$ cat src/rtl/mem_port_arbiter.sv
`default_nettype none
// ============================================================================
//  Module   : mem_port_arbiter
//  Purpose  : Owns the single data-memory/bridge port and shares it between
//             the CPU MEM stage (cpu_*) and a DMA master (dma_*). Each access
//             runs as a registered bus transaction with a variable-latency
//             ack. The block generates byte enables and lane-replicated store
//             data. It sign/zero-extends load data by size and address
//             offset, and drives the CPU pipeline stall.
//  Ports    : clk, reset_n (async, active-low)
//             cpu_req/we/size/sgn/addr/wdata -> cpu_done/err/rdata, cpu_stall
//             dma_req/we/size/sgn/addr/wdata -> dma_done/err/rdata
//             bus_req/we/addr/byteen/wdata   <- bus_ack/rdata
//  Params   : TIMEOUT - BUSY cycles without bus_ack before abort (1..2^CNT_W-1)
//             CNT_W   - width of the timeout counter
//  Options  : MEM_ALIGN_CHK_EN - when defined, misaligned word/half accesses
//             complete at once with err and never reach the bus
//  Revision : 1.0 - initial release
// ============================================================================
module mem_port_arbiter #(
   parameter int TIMEOUT = 255,
   parameter int CNT_W   = 8
) (
   input  logic        clk,
   input  logic        reset_n,
   // CPU MEM-stage port
   input  logic        cpu_req,
   input  logic        cpu_we,
   input  logic [1:0]  cpu_size,
   input  logic        cpu_sgn,
   input  logic [31:0] cpu_addr,
   input  logic [31:0] cpu_wdata,
   output logic        cpu_done,
   output logic        cpu_err,
   output logic [31:0] cpu_rdata,
   output logic        cpu_stall,
   // DMA master port
   input  logic        dma_req,
   input  logic        dma_we,
   input  logic [1:0]  dma_size,
   input  logic        dma_sgn,
   input  logic [31:0] dma_addr,
   input  logic [31:0] dma_wdata,
   output logic        dma_done,
   output logic        dma_err,
   output logic [31:0] dma_rdata,
   // Memory / bridge bus
   output logic        bus_req,
   output logic        bus_we,
   output logic [31:0] bus_addr,
   output logic [3:0]  bus_byteen,
   output logic [31:0] bus_wdata,
   input  logic        bus_ack,
   input  logic [31:0] bus_rdata
);

   localparam logic [1:0] c_IDLE = 2'd0;
   localparam logic [1:0] c_BUSY = 2'd1;
   localparam logic [1:0] c_RESP = 2'd2;

   localparam logic c_ID_CPU = 1'b0;
   localparam logic c_ID_DMA = 1'b1;

   localparam logic [1:0] c_SZ_HALF = 2'b01;
   localparam logic [1:0] c_SZ_BYTE = 2'b10;

   localparam logic [CNT_W-1:0] c_TIMEOUT = CNT_W'(TIMEOUT);

   // ------------------------------------------------------------------------
   // Lane helpers. Size 2'b11 is reserved and falls through to word.
   // ------------------------------------------------------------------------
   function automatic logic [3:0] f_byteen(input logic [1:0] size,
                                           input logic [1:0] off);
      logic [3:0] be;
      case (size)
         c_SZ_HALF: be = off[1] ? 4'b1100 : 4'b0011;
         c_SZ_BYTE: be = 4'b0001 << off;
         default:   be = 4'b1111;
      endcase
      return be;
   endfunction

   function automatic logic [31:0] f_wrep(input logic [1:0]  size,
                                          input logic [31:0] wd);
      logic [31:0] d;
      case (size)
         c_SZ_HALF: d = {2{wd[15:0]}};
         c_SZ_BYTE: d = {4{wd[7:0]}};
         default:   d = wd;
      endcase
      return d;
   endfunction

   function automatic logic [31:0] f_ld_ext(input logic [1:0]  size,
                                            input logic        sgn,
                                            input logic [1:0]  off,
                                            input logic [31:0] raw);
      logic [15:0] h;
      logic [7:0]  b;
      logic [31:0] d;
      h = off[1] ? raw[31:16] : raw[15:0];
      case (off)
         2'd0:    b = raw[7:0];
         2'd1:    b = raw[15:8];
         2'd2:    b = raw[23:16];
         default: b = raw[31:24];
      endcase
      case (size)
         c_SZ_HALF: d = {{16{sgn & h[15]}}, h};
         c_SZ_BYTE: d = {{24{sgn & b[7]}}, b};
         default:   d = raw;
      endcase
      return d;
   endfunction

   // ------------------------------------------------------------------------
   // Registers
   // ------------------------------------------------------------------------
   logic [1:0]       r_state;
   logic [1:0]       w_state_nxt;
   logic             r_id;
   logic             r_last_grant;
   logic             r_bus_req;
   logic             r_we;
   logic [31:0]      r_bus_addr;
   logic [3:0]       r_byteen;
   logic [31:0]      r_wdata;
   logic [1:0]       r_size;
   logic             r_sgn;
   logic [1:0]       r_off;
   logic [CNT_W-1:0] r_cnt;
   logic             r_err;
   logic [31:0]      r_rdata;

   // ------------------------------------------------------------------------
   // Arbitration: a sole requester wins; on a tie the port that did not win
   // last time gets the bus.
   // ------------------------------------------------------------------------
   logic        w_any_req;
   logic        w_pick_dma;
   logic        w_sel_we;
   logic [1:0]  w_sel_size;
   logic        w_sel_sgn;
   logic [31:0] w_sel_addr;
   logic [31:0] w_sel_wdata;
   logic        w_misalign;
   logic [CNT_W-1:0] w_cnt_inc;
   logic        w_timeout;
   logic [31:0] w_ld_ext;

   assign w_any_req  = cpu_req | dma_req;
   assign w_pick_dma = dma_req & (~cpu_req | (r_last_grant == c_ID_CPU));

   assign w_sel_we    = w_pick_dma ? dma_we    : cpu_we;
   assign w_sel_size  = w_pick_dma ? dma_size  : cpu_size;
   assign w_sel_sgn   = w_pick_dma ? dma_sgn   : cpu_sgn;
   assign w_sel_addr  = w_pick_dma ? dma_addr  : cpu_addr;
   assign w_sel_wdata = w_pick_dma ? dma_wdata : cpu_wdata;

`ifdef MEM_ALIGN_CHK_EN
   always_comb begin
      case (w_sel_size)
         c_SZ_HALF: w_misalign = w_sel_addr[0];
         c_SZ_BYTE: w_misalign = 1'b0;
         default:   w_misalign = |w_sel_addr[1:0];
      endcase
   end
`else
   assign w_misalign = 1'b0;
`endif

   // Counter counts completed ack-less BUSY cycles; abort on the cycle that
   // would make it reach TIMEOUT, so bus_req is high for exactly TIMEOUT cycles.
   assign w_cnt_inc = r_cnt + CNT_W'(1);
   assign w_timeout = ~bus_ack & (w_cnt_inc == c_TIMEOUT);
   assign w_ld_ext  = f_ld_ext(r_size, r_sgn, r_off, bus_rdata);

   // ------------------------------------------------------------------------
   // FSM: state register
   // ------------------------------------------------------------------------
   always_ff @(posedge clk or negedge reset_n) begin
      if (!reset_n) begin
         r_state <= c_IDLE;
      end else begin
         r_state <= w_state_nxt;
      end
   end

   // ------------------------------------------------------------------------
   // FSM: next state
   // ------------------------------------------------------------------------
   always_comb begin
      w_state_nxt = r_state;
      case (r_state)
         c_IDLE: begin
            if (w_any_req) begin
               w_state_nxt = w_misalign ? c_RESP : c_BUSY;
            end
         end
         c_BUSY: begin
            if (bus_ack || w_timeout) begin
               w_state_nxt = c_RESP;
            end
         end
         c_RESP:  w_state_nxt = c_IDLE;
         default: w_state_nxt = c_IDLE;
      endcase
   end

   // ------------------------------------------------------------------------
   // FSM: outputs. The done pulse goes only to the port that owns the grant.
   // ------------------------------------------------------------------------
   always_comb begin
      cpu_done  = 1'b0;
      dma_done  = 1'b0;
      if (r_state == c_RESP) begin
         cpu_done = (r_id == c_ID_CPU);
         dma_done = (r_id == c_ID_DMA);
      end
      cpu_err   = cpu_done & r_err;
      dma_err   = dma_done & r_err;
      cpu_rdata = cpu_done ? r_rdata : 32'd0;
      dma_rdata = dma_done ? r_rdata : 32'd0;
      cpu_stall = cpu_req & ~cpu_done;
   end

   // ------------------------------------------------------------------------
   // Transaction datapath
   // ------------------------------------------------------------------------
   always_ff @(posedge clk or negedge reset_n) begin
      if (!reset_n) begin
         r_id         <= c_ID_CPU;
         r_last_grant <= c_ID_DMA;
         r_bus_req    <= 1'b0;
         r_we         <= 1'b0;
         r_bus_addr   <= 32'd0;
         r_byteen     <= 4'd0;
         r_wdata      <= 32'd0;
         r_size       <= 2'd0;
         r_sgn        <= 1'b0;
         r_off        <= 2'd0;
         r_cnt        <= '0;
         r_err        <= 1'b0;
         r_rdata      <= 32'd0;
      end else begin
         case (r_state)
            c_IDLE: begin
               if (w_any_req) begin
                  r_id         <= w_pick_dma;
                  r_last_grant <= w_pick_dma;
                  r_we         <= w_sel_we;
                  r_bus_addr   <= {w_sel_addr[31:2], 2'b00};
                  r_byteen     <= f_byteen(w_sel_size, w_sel_addr[1:0]);
                  r_wdata      <= f_wrep(w_sel_size, w_sel_wdata);
                  r_size       <= w_sel_size;
                  r_sgn        <= w_sel_sgn;
                  r_off        <= w_sel_addr[1:0];
                  r_cnt        <= '0;
                  // A rejected (misaligned) access never touches the bus.
                  r_bus_req    <= ~w_misalign;
                  r_err        <= w_misalign;
                  r_rdata      <= 32'd0;
               end
            end
            c_BUSY: begin
               if (bus_ack) begin
                  r_bus_req <= 1'b0;
                  r_err     <= 1'b0;
                  r_rdata   <= w_ld_ext;
               end else begin
                  r_cnt <= w_cnt_inc;
                  if (w_timeout) begin
                     r_bus_req <= 1'b0;
                     r_err     <= 1'b1;
                     r_rdata   <= 32'd0;
                  end
               end
            end
            default: begin
            end
         endcase
      end
   end

   assign bus_req    = r_bus_req;
   assign bus_we     = r_we;
   assign bus_addr   = r_bus_addr;
   assign bus_byteen = r_byteen;
   assign bus_wdata  = r_wdata;

endmodule
`default_nettype wire
$ cat config.mk
export PLATFORM = sky130hd
export DESIGN_NAME = mem_port_arbiter
export DESIGN_NICKNAME = d
export VERILOG_FILES = /design/src/rtl/mem_port_arbiter.sv
export SDC_FILE = /design/constraint.sdc
export NUM_CORES = 1
export LEC_CHECK = 0
export ABC_AREA = 1
export CAP_MARGIN = 30
export CORE_MARGIN = 2
export CORE_UTILIZATION = 45
export DETAILED_ROUTE_END_ITERATION = 6
export GPL_TIMING_DRIVEN = 0
export PLACE_DENSITY = 0.87
export SYNTH_ARGS = -nofsm -noshare
export SYNTH_HDL_FRONTEND = slang
export SYNTH_SLANG_ARGS = --single-unit
$ cat constraint.sdc
create_clock -name clk -period 5.7 [get_ports clk]
set_input_delay 1.425 -clock clk [delete_from_list [all_inputs] [get_ports clk]]
set_output_delay 1.425 -clock clk [all_outputs]
set_load 0.02 [all_outputs]
Word level (Yosys, flattened, before mapping)

Cells that the tools add are included.

Flip-flop bits (word level): 118
Bits of input ports: 173
Output and inout bits: 139
Logic and storage cells: 84

Add/sub/neg operators: 1
Equality and inequality tests: 13
Shifts and indexed selects: 1
Muxes and demuxes: 33
Bitwise operators: 14
Reduce and logical (&&, ||, !) cells: 8

Operators with widths:

| cell                                            | number |
|---|---|
| two-way mux 32 bit                              | 7 |
| one-hot mux 32 bit (2 select lines)             | 3 |
| one-hot mux 8 bit (3 select lines)              | 1 |
| two-way mux 16 bit                              | 1 |
| two-way mux 8 bit                               | 2 |
| one-hot mux 8 bit (2 select lines)              | 1 |
| two-way mux 1 bit                               | 10 |
| adder 8 x 1 -> 8 bit, second input constant     | 1 |
| == test 2 x 1 -> 1 bit, second input constant   | 4 |
| == test 2 bit, second input constant            | 4 |
| == test 8 bit, second input constant            | 1 |
| one-hot mux 4 bit (2 select lines)              | 1 |
| bitwise AND 1 bit                               | 7 |
| two-way mux 2 bit                               | 3 |
| inequality test 2 bit, second input constant    | 3 |
| AND reduction 3 bit                             | 2 |
| inverter 1 bit                                  | 5 |
| zero test 2 bit                                 | 2 |
| two-way mux 4 bit                               | 1 |
| one-hot mux 1 bit (2 select lines)              | 2 |
| one-hot mux 2 bit (2 select lines)              | 1 |
| AND reduction 2 bit                             | 2 |
| left shift 1 x 2 -> 4 bit, first input constant | 1 |
| inequality test 3 bit, second input constant    | 1 |
| 3 further kinds                                 | 4 |

Logic depth before layout (Yosys ltp)

Gate-level depths: netlist of run 1.

Word-level depth: 6
Gate-level depth with buffers: 14
Gate-level depth less buffers: 13

Least setup slack after synthesis of run 1

Ideal clock, no wire load.

Kind: input to register
From: input port cpu_req
To: register r_byteen[1] (netlist: bus_byteen[1])
Library setup time: 0.129 ns
Data arrival time: 3.180 ns
Data required time: 5.571 ns
Setup slack: 2.391 ns
Cell stages on the path: 12
Buffers on the path: 2
Cells stage by stage: nand2_1 -> nand2_1 -> inv_1 -> buf_2 -> or2_2 -> o21ai_0 -> ha_1 -> clkinv_1 -> clkbuf_1 -> nand3_1 -> o21ai_0 -> o21ai_0

Cells in the longest elaborated chain, start to end: 6
Elaborated cells on any way between the ends: 12
Those cells by class: 2 x eq/ne; 1 x shift; 4 x mux; 4 x bitwise; 1 x reduce/logical

RTL lines:

| element                                                        | RTL line | source |
|---|---|---|
| from (decl)                                                    | 27       | `input logic cpu_req,` |
| inverter 1 bit                                                 | 152      | `assign w_pick_dma = dma_req & (~cpu_req \| (r_last_grant == c_ID_CPU));` |
| OR 1 bit                                                       | 152      |  |
| bitwise AND 1 bit                                              | 152      |  |
| two-way mux 2 bit / two-way mux 32 bit (equally long branches) | 155, 157 |  |
| == test 2 bit, or another cell as far along                    | 75       | `case (size)` |
| one-hot mux 4 bit (2 select lines)                             | 75       |  |
| to (signal assigned)                                           | 253      | `r_byteen <= f_byteen(w_sel_size, w_sel_addr[1:0]);` |
| to (decl)                                                      | 126      | `logic [3:0] r_byteen;` |

Several ways; a longest one is shown, not always the timed one.
A chain may end at the register's enable or synchronous reset.

Worst setup path in the final report of run 1

From: input port cpu_req
To: register r_byteen[1] (netlist: bus_byteen[1])

Cells in the longest elaborated chain, start to end: 6
Elaborated cells on any way between the ends: 12
Those cells by class: 2 x eq/ne; 1 x shift; 4 x mux; 4 x bitwise; 1 x reduce/logical

RTL lines:

| element                                                        | RTL line | source |
|---|---|---|
| inverter 1 bit (*)                                             | 152      |  |
| OR 1 bit (*)                                                   | 152      |  |
| bitwise AND 1 bit (*)                                          | 152      |  |
| two-way mux 2 bit (*)                                          | 155      | `assign w_sel_size = w_pick_dma ? dma_size : cpu_size;` |
| net w_sel_size[1]                                              | 142      | `logic [1:0] w_sel_size;` |
| == test 2 bit / == test 2 x 1 -> 1 bit (equally long branches) | 75       |  |
| one-hot mux 4 bit (2 select lines) (*)                         | 75       |  |

The timed path passes the listed nets; every way through them passes the cells marked *.

==> metrics, run 1 <==
FMAX ~0.24 GHz; R2R setup slack roughly 2600 ps; syn avg cell area between 6 and 7 µm²; drt drc 0; Async SR Flop Fraction between 90% and 100%; Logic pwr share 51.5%; Clock H-tree levels 4; synthesized-area fraction occupied by adder cells under 10%; PwrDens 497 nW/µm²; Via density about 5.3; PortBufs around 310; main combinational cell family by area after synthesis simple AND/OR/NAND/NOR gates; P_int between 0.002 and 0.003 W; Final GP Congestion a little under 1; switch share between 40% and 50%; clock latency on the worst-skew pair roughly 420 ps; YS warnings 0; Rel. slew slack 60.8%; simple-gate portion of the synthesized area 30.2%; sequential share of power about 28%; Total Power 0.00527 W; leakage power roughly 4.8 nW; final setup fails 0; DP HPWL 19.6 mm; CTS resizes 0; crit path max-delay cell type clkdlybuf4s50_1; vias in the first global route slightly below 8k; hold_buf cts 0; largest area contributor in the netlist dfrtp_1; Sink Count between 100 and 150; Die ar. approximately 16000 µm²; CTS max path bufs 2; HP Class reg2reg; nature of the critical path endpoint flip-flop; maximum capacitance violations 0; pin slew with the least headroom to its limit between 500 and 600 ps; Most used DFF post-synth dfrtp_1; Min-Delay Path Depth 2; Clock power frac 20.5%; number of DRC markers in iteration 0 just over 700; Fillers ~1.1k; Initial Util 46.0%; TritonCTS clock tree yes; total congestion overflow 0; layout cell share with drive strength beyond 1 around 4.5%; routed wire length around 26 mm; Crit path max-delay family buffers and inverters; Area Growth Syn to Fin 59.2%; area post-placement 10000 µm²; top post-synthesis cells by area dfrtp_1, nand2_1, nor2_1; ANT nets after route 0; global-route wire length before repair ~40 mm; Final Max Slew Viols 0; RSZ-0062 raised after global routing no; First-pass DRT Iterations 6; Bufs and invs on worst path 5; initial antenna violation count 3; register area share after synthesis 44.3%; Synth Area in Compound Gates between 15 and 20%; I/O pin total around 310; Crit path largest cell delay ~520 ps; Syn Inst Count 962; FF-to-FF path depth 12; required time of the worst setup path around 6000 ps; Post-synth EDFFs 0; clk_skew slightly below 8 ps; Post-Synth XOR/XNOR Area 0.131%; area of the multi-input gates around 3100 µm²; Die Y between 100 and 150 µm; row count 44; CORE AREA roughly 14000 µm²; final net count 1471; Worst setup SP type input port; CTS clk-pin slew, worst paths about 60 ps; period utilisation layout between 70 and 80%; Yosys reg bits 118; fin crit period 4160 ps; wire per inst about 17 µm; outcome finished clean; CTS buffer count 17; multiplexer area fraction after synthesis 0%; largest net degree at the start of global routing just under 80; gr usage total about a third; Post-Syn Area roughly 6700 µm²; CTS root buffer clkbuf_16; CP Max Fanout 10; critical path cell sequence clkdlybuf4s50_1 > nand2_1 > nand2_1 > buf_2 > buf_2 > nand2_1 > o21ai_0 > ha_1 > clkinv_1 > clkbuf_1 > nand3_1 > o21ai_0 > o21ai_0; area share of the largest cell type after synthesis a little over two fifths; die width 126 µm; Post-CTS Setup Inserts 0; Final Instance Area 10600 µm²; CP Class in2reg; via count about 7.9k; Final Hold Vio Count 0; cell count along the critical path 13; WP data arrival roughly 4500 ps; Max rail drop VDD between 300 and 400 µV; Storage cell area 2950 µm²; P_sw ~0.0023 W; count of different cell masters after synthesis 37
==> stage by stage <==
step / std cells / hold slack [ps] / utilization [%] / setup slack, ps / TNS (ps)
after CTS: 1489 / 466 / 73.2 / 1580 / 0
after detailed placement: 1457 / 454 / 69.2 / 1300 / 0
after global placement: 1456 / 454 / 69.0 / -1460 / -169480
after floorplan: 963 / 442 / - / 2390 / 0
after global routing: 1492 / 489 / 73.3 / 1360 / 0
final: 1492 / 466 / 73.3 / 1540 / 0
==> metal layers <==
| layer | vias to the layer above | track usage (%) | wire length [µm] |
|---|---|---|---|
| met5 | - | 0 | 0 |
| met4 | 0 | 17.8 | 1410 |
| met3 | 97 | 9.47 | 2600 |
| met2 | 477 | 52.8 | 12200 |
| met1 | 3612 | 38.5 | 9490 |
| li1 | 3702 | - | - |
==> synthesized netlist by cell type, types with 8 or more instances <==
cell type,instances
nand2_1,308
nor2_1,164
dfrtp_1,117
o21ai_0,110
inv_1,89
clkbuf_1,39
nand3_1,23
a21oi_1,18
o311ai_0,10
a31oi_1,9
buf_2,8
==> registers in the layout (all words and copies together) (netlist names) <==
name and count:
r_cnt 8, bus_wdata 32, r_sgn 1, r_id 1
bus_byteen 4, r_rdata 32, bus_req 1, r_last_grant 1
r_state 2, r_off 2, bus_addr 30, r_err 1
r_size 2, bus_we 1
==> power groups by stage <==
| stage | logic [W] | clock network [W] | registers (W) |
|---|---|---|---|
| final | 0.00271 | 0.00108 | 0.00148 |
| after global routing | 0.00296 | 0.00113 | 0.00151 |
| after CTS | 0.00269 | 0.00109 | 0.00147 |
| after detailed placement | 0.00268 | 0 | 0.00146 |
| after global placement | 0.00262 | 0 | 0.00146 |
| after floorplan | 0.00128 | 0 | 0.00171 |
==> worst min-delay path, cell delays in order, from the launching register on <==
cell and delay, ps:
dfrtp_1 330, nand2_1 50, nand2_1 50
==> worst paths after layout <==
path / startpoint / endpoint
worst max-delay path: cpu_req / bus_byteen[1]
worst min register to register: r_rdata[8] / r_rdata[8]
worst min-delay path: r_rdata[8] / r_rdata[8]
worst max register to register: r_last_grant / bus_byteen[1]
min in group asynchronous: reset_n / bus_addr[22]
max in group asynchronous: reset_n / r_last_grant
==> cell usage in the layout (no fill, tap or decap), drive strengths merged, types with 6 or more instances in the layout <==
cell	Yosys	routed
nand2	311	311
inv	91	91
a31oi	9	9
nand3	25	25
ha	6	6
o221ai	7	7
o21ai	119	119
a21oi	19	19
dfrtp	117	117
clkdlybuf4s50	0	308
o311ai	10	10
buf	15	17
clkbuf	39	66
nor2	165	165
==> kinds of logic (layout without fill, tap and decap cells) <==
| kind of cell | Yosys count | after routing |
|---|---|---|
| and+or+nand+nor | 512 | 512 |
| buffers and inverters | 147 | 489 |
| other | 1 | 5 |
| DFF | 118 | 118 |
| AOI/OAI and AO/OA | 177 | 177 |
| xor gates and xnor gates | 1 | 1 |
| adders and majority gates | 6 | 6 |
==> area by class of cell <==
class,instances,area share [%]
Clock inverter,5,0.944
Timing Repair Buffer,310,29.4
Buffer,54,2.39
Sequential cell,118,27.8
Inverter,93,3.29
Multi-Input combinational cell,698,29.3
Antenna cell,3,0.0708
Clock buffer,27,4.55
Tap cell,184,2.17
(Power assumes the default switching activity.)
==> run 2, diff against run 1 <==
--- a/config.mk
+++ b/config.mk
@@ -8,10 +8,10 @@
 export ABC_AREA = 1
 export CAP_MARGIN = 30
 export CORE_MARGIN = 2
-export CORE_UTILIZATION = 45
+export CORE_UTILIZATION = 38
 export DETAILED_ROUTE_END_ITERATION = 6
 export GPL_TIMING_DRIVEN = 0
-export PLACE_DENSITY = 0.87
+export PLACE_DENSITY = 0.78
 export SYNTH_ARGS = -nofsm -noshare
 export SYNTH_HDL_FRONTEND = slang
 export SYNTH_SLANG_ARGS = --single-unit
==> constraint.sdc (replaced) <==
create_clock -name clk -period 3.5 [get_ports clk]
set_input_delay 0.875 -clock clk [delete_from_list [all_inputs] [get_ports clk]]
set_output_delay 0.875 -clock clk [all_outputs]
set_load 0.02 [all_outputs]
==> metrics, run 2 (same netlist as run 1, synthesis figures left out) <==
outcome finished clean; crit path max-delay cell type clkdlybuf4s50_1; Initial Util 38.6%; Final GP Congestion approximately 0.91; Via density 5.10; WP data arrival 3710 ps; gr usage total 27.8%; Final Hold Vio Count 0; clk_skew between 9 and 10 ps; CP dominant cell by count nand2_1; largest net degree at the start of global routing 98; global-route wire length before repair 39.3 mm; total congestion overflow 0; setup ws final approximately 110 ps; via count about 7.8k; fin util 62.2%; Rel. slew slack 56.6%; CTS max path bufs 2; First-pass DRT Iterations 5; required time of the worst setup path 3820 ps; most frequent cells in the layout nand2_1, clkdlybuf4s50_1, nor2_1, dfrtp_1, o21ai_0; period utilisation layout a little over nine tenths; CP Max Fanout 10; final net count approximately 1.5k; GR Util met1 33.2%; layout cell share with drive strength beyond 1 under 10%; maximum capacitance violations 0; Die Y roughly 140 µm; wire per inst about 17 µm; DP HPWL between 15 and 20 mm; nature of the critical path endpoint flip-flop; CP Class in2reg; Worst setup SP type input port; fin crit period around 3400 ps; clock latency on the worst-skew pair roughly 420 ps; critical path cell sequence clkdlybuf4s50_1 > nand2_1 > nand2_1 > buf_2 > buf_2 > nand2_1 > o21ai_0 > ha_1 > clkbuf_1 > nand2_1 > o21ai_0 > nand2_1 > o221ai_1; PwrDens just over 800 nW/µm²; setup TNS 0 ps; I/O pin total 312; GR Util met2 between 40% and 50%; Sink Count between 100 and 150; R2R Path Start r_last_grant; Max rail drop VDD about 450 µV; drt drc 0; row count 48; FF-to-FF path depth 12; area post-placement between 10000 and 15000 µm²; ANT nets after route 0; Final Instance Area between 10000 and 15000 µm²; CTS root buffer clkbuf_16; vias in the first global route approximately 7.5k; final setup fails 0; leakage power between 4 and 5 nW; number of DRC markers in iteration 0 between 600 and 700; PortBufs just over 300; pin slew with the least headroom to its limit between 600 and 700 ps; routed wire length around 26 mm; met3 Use GR 8.50%; GRT Max-Usage Layer met2; TritonCTS clock tree yes; die width 136 µm; FMAX around 0.29 GHz; RR Endpoint bus_wdata[11]; CTS buffer count 17; Die ar. between 15000 and 20000 µm²; CTS clk-pin slew, worst paths 60 ps; Clock H-tree levels 4; initial antenna violation count 6; Final Max Slew Viols 0; Area Growth Syn to Fin 60.8%; HP Class in2async; R2R setup slack roughly 600 ps; dpl ws -462 ps; Crit path largest cell delay approximately 530 ps; CORE AREA between 15000 and 20000 µm²
[run 2: cell types whose count changed in the layout (fill, tap and decap cells not counted), sizes merged]
cell      change
buf           +1
clkinvlp      +4
inv           +3
diode         +2
clkbuf        -8
[run 2: worst max-delay path: cells and delay by family]
kind / cells / cell delay (ps)
AOI/OAI and AO/OA: 3 / 480
adders and majority gates: 1 / 260
buffers and inverters: 4 / 1470
and+or+nand+nor: 5 / 630
[run 2: what timing repair did]
action / CTS / global route
endpoints found under the setup margin: 2 / 55
gates resized for setup: 0 / 7
setup buffers: 0 / 1
hold buffers: 0 / 0
[run 2: cell type report]
class	instances	area, µm²
Sequential cell	118	2950
Clock inverter	12	150
Inverter	93	353
Tap cell	225	282
Clock buffer	20	457
Multi-Input combinational cell	698	3110
Antenna cell	5	12.5
Buffer	53	253
Timing Repair Buffer	311	3140
Fill cell	1583	6520
[run 2: worst max path at each step]
stage	start	endpoint	slack (ps)	depth (start not counted)
2_1_floorplan	cpu_req	bus_byteen[1]	740	12
3_3_place_gp	reset_n	bus_wdata[28]	-3280	1
3_5_place_dp	cpu_req	bus_byteen[1]	-460	13
4_1_cts	cpu_req	bus_wdata[22]	-5	11
5_1_grt	cpu_req	bus_wdata[9]	-10	13
6_report	cpu_req	bus_wdata[11]	110	13
[run 2: metal layers]
layer	up-vias	wire [µm]
met5	-	10
met4	2	992
met3	66	2580
met2	430	12400
met1	3613	9930
li1	3712	-
[run 2: through the flow]
| stage | power, W | hold WS (ps) | std cells |
|---|---|---|---|
| after CTS | 0.00862 | 307 | 1529 |
| after global routing | 0.00921 | 312 | 1535 |
| after floorplan | 0.00486 | 442 | 963 |
| final | 0.00864 | 315 | 1535 |
| after global placement | 0.00669 | 453 | 1497 |
| after detailed placement | 0.00677 | 459 | 1498 |
[run 2: where the power goes]
part | total [W] | leakage [nW] | switching [W] | internal [W]
clock network | 0.00182 | 0.293 | 0.000663 | 0.00116
registers | 0.00238 | 1.49 | 0.000384 | 0.00200
logic | 0.00444 | 3.00 | 0.00272 | 0.00172
total | 0.00864 | 4.79 | 0.00377 | 0.00488
==> run 3, diff against run 2 <==
--- a/config.mk
+++ b/config.mk
@@ -12,6 +12,7 @@
 export DETAILED_ROUTE_END_ITERATION = 6
 export GPL_TIMING_DRIVEN = 0
 export PLACE_DENSITY = 0.78
+export SLEW_MARGIN = 15
 export SYNTH_ARGS = -nofsm -noshare
 export SYNTH_HDL_FRONTEND = slang
 export SYNTH_SLANG_ARGS = --single-unit
==> metrics, run 3 (same netlist as run 1, synthesis figures left out) <==
critical path cell sequence clkdlybuf4s50_1 > nand2_1 > nand2_1 > inv_1 > buf_2 > or2_2 > o21ai_0 > ha_1 > clkbuf_1 > nand2_1 > o21ai_0 > nand2_1 > o221ai_1; via count approximately 7.7k; CP dominant cell by count nand2_1; ANT nets after route 0; R2R Path Start r_last_grant; initial antenna violation count 4; I/O pin total 312; maximum capacitance violations 0; Storage cell area slightly below 3000 µm²; Crit path largest cell delay about 500 ps; leakage power about 4.8 nW; fin crit period between 3000 and 4000 ps; global-route wire length before repair 39.5 mm; nature of the critical path endpoint flip-flop; crit path max-delay cell type clkdlybuf4s50_1; placed cells between 1k and 1.5k; DP HPWL 19.7 mm; CORE AREA between 15000 and 20000 µm²; RSZ-0062 raised after global routing no; clock latency on the worst-skew pair approximately 420 ps; Fillers ~1.5k; layout cell share with drive strength beyond 1 under 10%; Worst setup SP type input port; Final Instance Area 10700 µm²; CTS root buffer clkbuf_16; CP Max Fanout 10; PwrDens 814 nW/µm²; pin slew with the least headroom to its limit between 700 and 800 ps; Area Growth Syn to Fin 61.3%; routed wire length about 26 mm; row count 48; outcome finished clean; CTS max path bufs 2; number of DRC markers in iteration 0 a little under 600; clk_skew just under 7 ps; hold_buf cts 0; WHS between 400 and 500 ps; FMAX roughly 0.3 GHz; total congestion overflow 0; RR Endpoint bus_wdata[11]; dpl ws -442 ps; fin cells about 1.5k; CTS clk-pin slew, worst paths around 60 ps; Clock H-tree levels 4; final net count 1471; Max rail drop VDD around 440 µV; setup ws final 158 ps; CTS buffer count 17; PortBufs roughly 310; TritonCTS clock tree yes; Final Hold Vio Count 0; area of the multi-input gates between 3000 and 4000 µm²; Initial Util between 30% and 40%; First-pass DRT Iterations 7; required time of the worst setup path 3820 ps; wire per inst 16.8 µm; Final GP Congestion 0.906; gr usage total 28.0%; Via density ~5.1; final setup fails 0; FF-to-FF path depth 12; WP data arrival around 3700 ps; Final Max Slew Viols 0; Sink Count 118; drt drc 0; period utilisation layout a little over nine tenths; Crit. Startpoint cpu_req; Die Y 136 µm; vias in the first global route around 7.5k; largest net degree at the start of global routing between 60 and 70; CP Class in2reg; HP Class in2async; Die ar. around 19000 µm²; area post-placement 10100 µm²; die width roughly 140 µm; R2R setup slack around 630 ps; most frequent cells in the layout nand2_1, clkdlybuf4s50_1, nor2_1, dfrtp_1, o21ai_0; Rel. slew slack 51.0%
==> run 3: cell types whose count changed in the layout (fill, tap and decap cells not counted) <==
cell / previous run / this run
clkbuf_8: 2 / 3
clkinv_2: 4 / 2
bufinv_16: 3 / 4
diode_2: 5 / 4
==> run 3: per-stage QoR <==
stage / TNS [ps] / total power (W) / utilization, %
2_1_floorplan: 0 / 0.00486 / -
3_3_place_gp: -392880 / 0.00669 / 58.2
3_5_place_dp: -9420 / 0.00676 / 58.4
4_1_cts: 0 / 0.00871 / 62.1
5_1_grt: 0 / 0.00928 / 62.3
6_report: 0 / 0.00875 / 62.3
==> run 3: final cells by class <==
class / count / share of cell area, %
multi-input cells: 698 / 29.0
flip-flops and latches: 118 / 27.5
clock inverters: 11 / 1.58
diodes: 4 / 0.0932
plain buffers: 53 / 2.35
clock buffers: 21 / 4.38
well taps: 225 / 2.62
repair buffers: 311 / 29.2
inverters: 93 / 3.28
==> run 3: timing repair <==
item	in CTS	in global routing
hold endpoints to repair	0	0
pin swaps	0	0
gates resized for setup	1	5
buffers inserted	0	1
gates cloned	0	0
setup endpoints to repair	2	55
==> run 3: per-layer routing <==
layer  global-route usage [%]  up-vias  routed length (µm)
li1                         -     3711                   -
met1                     32.7     3575                9890
met2                     48.2      403               12700
met3                     8.17       59                2410
met4                     10.9        0                 870
met5                        0        -                   0
==> run 3: critical path, delay by kind of cell <==
kind	cells	cell delay, ps
AO/OA/AOI/OAI	3	420
adder cells (fa/ha/maj)	1	230
buffers and inverters	4	1310
AND/OR/NAND/NOR	5	810
==> run 3: power breakdown <==
group | total (W) | leakage (nW) | internal (W) | switching (W)
sequential | 0.00238 | 1.49 | 0.00200 | 0.000382
clock | 0.00193 | 0.306 | 0.00125 | 0.000675
combinational | 0.00444 | 3.00 | 0.00172 | 0.00272
==> run 3: worst max path at each step <==
stage / endpoint / slack (ps) / depth (start not counted)
detailed placement: bus_byteen[1] / -440 / 13
CTS: cpu_rdata[26] / 20 / 5
global placement: bus_wdata[28] / -3280 / 1
global route: bus_wdata[11] / 20 / 13
floorplan: bus_byteen[1] / 740 / 12
finish: bus_wdata[11] / 160 / 13
